**config.mk**
```make
export PLATFORM = sky130hd
export DESIGN_NAME = audio_sigma_delta
export DESIGN_NICKNAME = d
export VERILOG_FILES = /design/src/rtl/audio_sigma_delta.sv
export SDC_FILE = /design/constraint.sdc
export NUM_CORES = 1
export LEC_CHECK = 0
export BUFFER_PORTS_ARGS = -buffer_cell sky130_fd_sc_hd__buf_2
export CAP_MARGIN = 25
export CORE_AREA = 8 8 159 199
export CTS_BUF_LIST = sky130_fd_sc_hd__clkbuf_4 sky130_fd_sc_hd__clkbuf_8 sky130_fd_sc_hd__clkbuf_16
export DETAILED_ROUTE_END_ITERATION = 16
export DIE_AREA = 0 0 167 207
export PLACE_DENSITY = 0.69
export RECOVER_POWER = 100
export SLEW_MARGIN = 25
export SYNTH_ARGS = -nofsm -noshare
export SYNTH_HDL_FRONTEND = slang
export SYNTH_SLANG_ARGS = --single-unit
```
**constraint.sdc**
```tcl
create_clock -name clk -period 8.2 [get_ports clk]
set_input_delay 0.82 -clock clk [delete_from_list [all_inputs] [get_ports clk]]
set_output_delay 0.82 -clock clk [all_outputs]
set_load 0.1 [all_outputs]
```
**src/rtl/audio_sigma_delta.sv**
```systemverilog
// Stereo PCM interpolator feeding two 2nd-order sigma-delta modulators.
// Ports: clk, rst (async high), sample_stb, ldata/rdata in; left/right/busy out. Option: AUDIO_DITHER_EN.
module audio_sigma_delta #(
  parameter int DW        = 15,
  parameter int RAMP_BITS = 4
) (
  input  logic          clk,
  input  logic          rst,
  input  logic          sample_stb,
  input  logic [DW-1:0] ldata,
  input  logic [DW-1:0] rdata,
  output logic          left,
  output logic          right,
  output logic          busy
);

  localparam int CW = DW + RAMP_BITS;
  localparam int W1 = DW + 2;
  localparam int W2 = DW + 4;

  localparam logic [0:0] IDLE = 1'b0;
  localparam logic [0:0] RAMP = 1'b1;

  localparam logic [RAMP_BITS-1:0] CNT_LAST = '1;

  localparam logic signed [DW:0] FB_P = (DW+1)'(2**(DW-1));
  localparam logic signed [DW:0] FB_N = -FB_P;

  logic [0:0]           state;
  logic [RAMP_BITS-1:0] cnt;

  logic signed [DW-1:0] data    [2];
  logic signed [DW-1:0] tgt     [2];
  logic signed [DW-1:0] x       [2];
  logic signed [DW-1:0] xin     [2];
  logic signed [CW-1:0] cur     [2];
  logic signed [CW-1:0] stp     [2];
  logic signed [CW-1:0] stp_nxt [2];
  logic signed [CW:0]   diff    [2];
  logic signed [DW:0]   fb      [2];
  logic signed [W1+1:0] s1      [2];
  logic signed [W2+1:0] s2      [2];
  logic signed [W1-1:0] i1      [2];
  logic signed [W1-1:0] i1_n    [2];
  logic signed [W2-1:0] i2      [2];
  logic signed [W2-1:0] i2_n    [2];
  logic                 bs      [2];

  function automatic logic signed [W1-1:0] sat1(
    input logic signed [W1+1:0] v
  );
    logic [2:0] t;
    t = v[W1+1:W1-1];
    if (t == 3'b000 || t == 3'b111)
      sat1 = v[W1-1:0];
    else if (v[W1+1])
      sat1 = {1'b1, {(W1-1){1'b0}}};
    else
      sat1 = {1'b0, {(W1-1){1'b1}}};
  endfunction

  function automatic logic signed [W2-1:0] sat2(
    input logic signed [W2+1:0] v
  );
    logic [2:0] t;
    t = v[W2+1:W2-1];
    if (t == 3'b000 || t == 3'b111)
      sat2 = v[W2-1:0];
    else if (v[W2+1])
      sat2 = {1'b1, {(W2-1){1'b0}}};
    else
      sat2 = {1'b0, {(W2-1){1'b1}}};
  endfunction

`ifdef AUDIO_DITHER_EN
  logic [15:0]        lfsr;
  logic signed [DW:0] xs [2];

  always_ff @(posedge clk or posedge rst) begin
    if (rst)
      lfsr <= 16'hACE1;
    else
      lfsr <= {1'b0, lfsr[15:1]}
            ^ (lfsr[0] ? 16'hB400 : 16'h0000);
  end
`endif

  always_comb begin
    data[0] = ldata;
    data[1] = rdata;
    for (int c = 0; c < 2; c++) begin
      // target minus current, one guard bit so the difference never wraps
      diff[c] = {data[c][DW-1], data[c], {RAMP_BITS{1'b0}}}
              - {cur[c][CW-1], cur[c]};
      stp_nxt[c] = CW'(diff[c] >>> RAMP_BITS);
      x[c] = DW'(cur[c] >>> RAMP_BITS);
`ifdef AUDIO_DITHER_EN
      xs[c] = (DW+1)'(x[c]) + (DW+1)'($signed(lfsr[1:0]));
      if (xs[c][DW] != xs[c][DW-1])
        xin[c] = xs[c][DW] ? {1'b1, {(DW-1){1'b0}}}
                           : {1'b0, {(DW-1){1'b1}}};
      else
        xin[c] = xs[c][DW-1:0];
`else
      xin[c] = x[c];
`endif
      fb[c]   = bs[c] ? FB_P : FB_N;
      s1[c]   = (W1+2)'(i1[c]) + (W1+2)'(xin[c])
              - (W1+2)'(fb[c]);
      i1_n[c] = sat1(s1[c]);
      s2[c]   = (W2+2)'(i2[c]) + (W2+2)'(i1_n[c])
              - (W2+2)'(fb[c]);
      i2_n[c] = sat2(s2[c]);
    end
  end

  always_ff @(posedge clk or posedge rst) begin
    if (rst) begin
      state <= IDLE;
      cnt   <= '0;
      for (int c = 0; c < 2; c++) begin
        tgt[c] <= '0;
        cur[c] <= '0;
        stp[c] <= '0;
        i1[c]  <= '0;
        i2[c]  <= '0;
        bs[c]  <= 1'b0;
      end
    end else begin
      for (int c = 0; c < 2; c++) begin
        i1[c] <= i1_n[c];
        i2[c] <= i2_n[c];
        bs[c] <= ~i2_n[c][W2-1];
      end
      if (sample_stb) begin
        // a strobe (re)starts the ramp from wherever cur is now
        state <= RAMP;
        cnt   <= '0;
        for (int c = 0; c < 2; c++) begin
          tgt[c] <= data[c];
          stp[c] <= stp_nxt[c];
        end
      end else if (state == RAMP) begin
        cnt <= cnt + 1'b1;
        for (int c = 0; c < 2; c++) begin
          // last step snaps to target to drop truncation error
          if (cnt == CNT_LAST)
            cur[c] <= {tgt[c], {RAMP_BITS{1'b0}}};
          else
            cur[c] <= cur[c] + stp[c];
        end
        if (cnt == CNT_LAST)
          state <= IDLE;
      end
    end
  end

  assign left  = bs[0];
  assign right = bs[1];
  assign busy  = (state == RAMP);

endmodule
```
==> summary.md <==
| Metric | Value |
|---|---|
| P&R area growth vs syn | 6.86% |
| Remaining DRCs | 0 |
| Final setup TNS | 0 ps |
| Worst-path fanout max | 19 |
| Non-filler instance count after layout | ~2,100 |
| CTS sink cnt | 179 |
| Top-area cell type share of the netlist area | 30.1% |
| Violated checks | max-capacitance violations, max-slew violations |
| WP data required | 8520 ps |
| Commonest cells after routing, fill and taps aside | inv_1, ha_1, dfrtp_1, a21oi_1, nand2_1 |
| Worst path slowest cell | o311ai_1 |
| #FFs+latches synth | 179 |
| Number of enable flip-flop cells after synthesis | 0 |
| Yosys cell types | 77 |
| Largest net degree at the start of global routing | 121 |
| Worst skew pair latency | 450 ps |
| Worst Path Class, Setup | reg2reg |
| Slowest stage delay, CP | 720 ps |
| Most common cell after layout, fill and taps aside | inv_1 |
| Initial core utilization | 52.0% |
| Post-synth top area cell | dfrtp_1 |
| Most used cell, CP | ha_1 |
| Final hold vios | 0 |
| Yosys warns | 0 |
| Die span in x | 167 µm |
| Layout cell share with drive strength beyond 1 | 8.46% |
| Clock Tree Buf Depth | 2 |
| Tmin final | 7440 ps |
| First-pass DRT Iterations | 5 |
| Post-synth ARST share | 100% |
| Pre-CTS WS | 1040 ps |
| Worst-path clk slew | 70 ps |
| CP Launch Type | flop |
| Cell count after synthesis | 1,688 |
| DR vias | 11,800 |
| First-pass GRT wire length | 55,800 µm |
| Post-route setup slack | about 760 ps |
| Layout Skew | between 10 and 15 ps |
| Synthesized area | between 10,000 and 15,000 µm² |
| Average cell area after synthesis | roughly 8.8 µm² |
| Fmax | approximately 0.13 GHz |
| CORE AREA | roughly 29,000 µm² |
| Ant. Diodes | 0 |
| Tcrit/Tclk final | 90.7% |
| Row count | 70 |
| H-tree levels | 4 |
| DP Wirelength | 24,200 µm |
| Sequential area share after synthesis | 30.1% |
| Drt total wl | about 32,000 µm |
| Total clock buffers created by CTS | 17 |
| DR vias/cell | 5.68 |
| Routability-driven placement congestion ratio | slightly below 0.9 |
| Worst Tran Pin Value | around 5500 ps |
| Max Cap Viol | 3 |
| Most common flop cell mapped by yosys | dfrtp_1 |
| Placed cell count | between 2,000 and 2,500 |
| Post-CTS sizing | 0 |
| Die area | 34,600 µm² |
| Slew headroom | -271% |
| Filler instances | 2,583 |
| CTS tree | yes |
| Arr. time, crit path | 7760 ps |
| Synth top area cells | dfrtp_1, ha_1, inv_1, a21oi_1, mux2_2 |
| Mapped Nets | 1,934 |
| Final ANT Viol Nets | 0 |
| Total grt overflow | 0 |
| Vias in the first global route | 11,800 |
| Hold Buf Count CTS | 0 |
| Initial antenna violation count | 0 |
| Nets | 1,947 |
| WL/cell | 15.6 µm |
| Setup violations, final | 0 |
| DRT iter0 DRCs | 635 |
| Slew Limit Fails | ~250 |
| Height of the die | 207 µm |
| Crit. End Element | flop |
| Post-CTS setup buffer count | 0 |
| IO Pins | 36 |
| RSZ-0062 raised after global routing | no |
| PortBufs | 35 |
| Status | complete, but fails checks |
| Overall Global Routing Usage | 19.1% |
| Root Driver | clkbuf_16 |
| HP Class | reg2reg |
[through the flow]
stage          utilization, %  hold slack, ps  area [µm²]
2_1_floorplan               -             457       14900
3_3_place_gp             53.7             468       15400
3_5_place_dp             53.8             489       15400
4_1_cts                  55.8             509       16000
5_1_grt                  55.6             525       15900
6_report                 55.6             506       15900
[area by class of cell]
type / count / area [µm²] / share of cell area, %
clock inverter: 13 / 150 / 0.944
inverter: 256 / 962 / 6.05
timing repair buffer: 48 / 244 / 1.53
sequential: 179 / 4480 / 28.1
clock buffer: 18 / 433 / 2.72
tap: 360 / 450 / 2.83
multi-input combinational: 1199 / 9190 / 57.8
[sequential cells by signal (all words and copies together) (netlist names)]
register  flops
tgt          30
i1           34
stp          32
left          1
busy          1
i2           38
cnt           4
cur          38
right         1
[per-layer routing]
layer / part of all wire, % / GRT usage [%] / up-vias
met5: 0 / 0 / -
met4: 2.0 / 6.44 / 0
met3: 2.9 / 2.61 / 45
met2: 49 / 34.0 / 176
met1: 46 / 23.4 / 5634
li1: - / - / 5912
[Yosys cell counts, types with 13 or more instances]
cell type  number
xor2_1         38
fa_1           14
o21a_1         53
nand2_1        97
a211oi_1       19
mux2_2         50
nand2b_1       16
o21ai_0        70
dfrtp_1       179
clkbuf_1       37
ha_1          199
xnor2_1        64
nor2_1         85
nor3_1         31
nor2b_1        20
o211ai_1       15
a31oi_1        19
a21oi_1       126
or3_1          13
inv_1         256
nand3_1        33
a21o_1         65
[critical path, delay by kind of cell, from the launching register on]
kind	cells	cell delay, ps
adder cells (fa/ha/maj)	4	1240
flip-flops	1	360
AO/OA/AOI/OAI	15	4600
AND/OR/NAND/NOR	3	500
buffers and inverters	4	600
[path summary, 6_finish.rpt]
path	start	endpoint	slack, ps	depth (start not counted)
hold / removal	stp[32]	stp[32]	510	2
hold reg to reg	stp[32]	stp[32]	510	2
min in group asynchronous	rst	i2[18]	2090	2
setup reg to reg	cur[25]	i2[36]	760	26
setup / recovery	cur[25]	i2[36]	760	26
max in group asynchronous	rst	i1[29]	2900	3
[cell families after synthesis]
kind of cell    after synthesis  synth area share, %
compound gates              485                 22.0
simple gates                345                 11.1
buf+inv                     310                 8.18
fa+ha+maj                   213                 18.6
flops                       179                 30.1
xor+xnor                    102                 6.00
mux                          54                 4.05
Power is not shown: default switching activity piles up to over one toggle a cycle in this logic, so the estimate is an artifact.
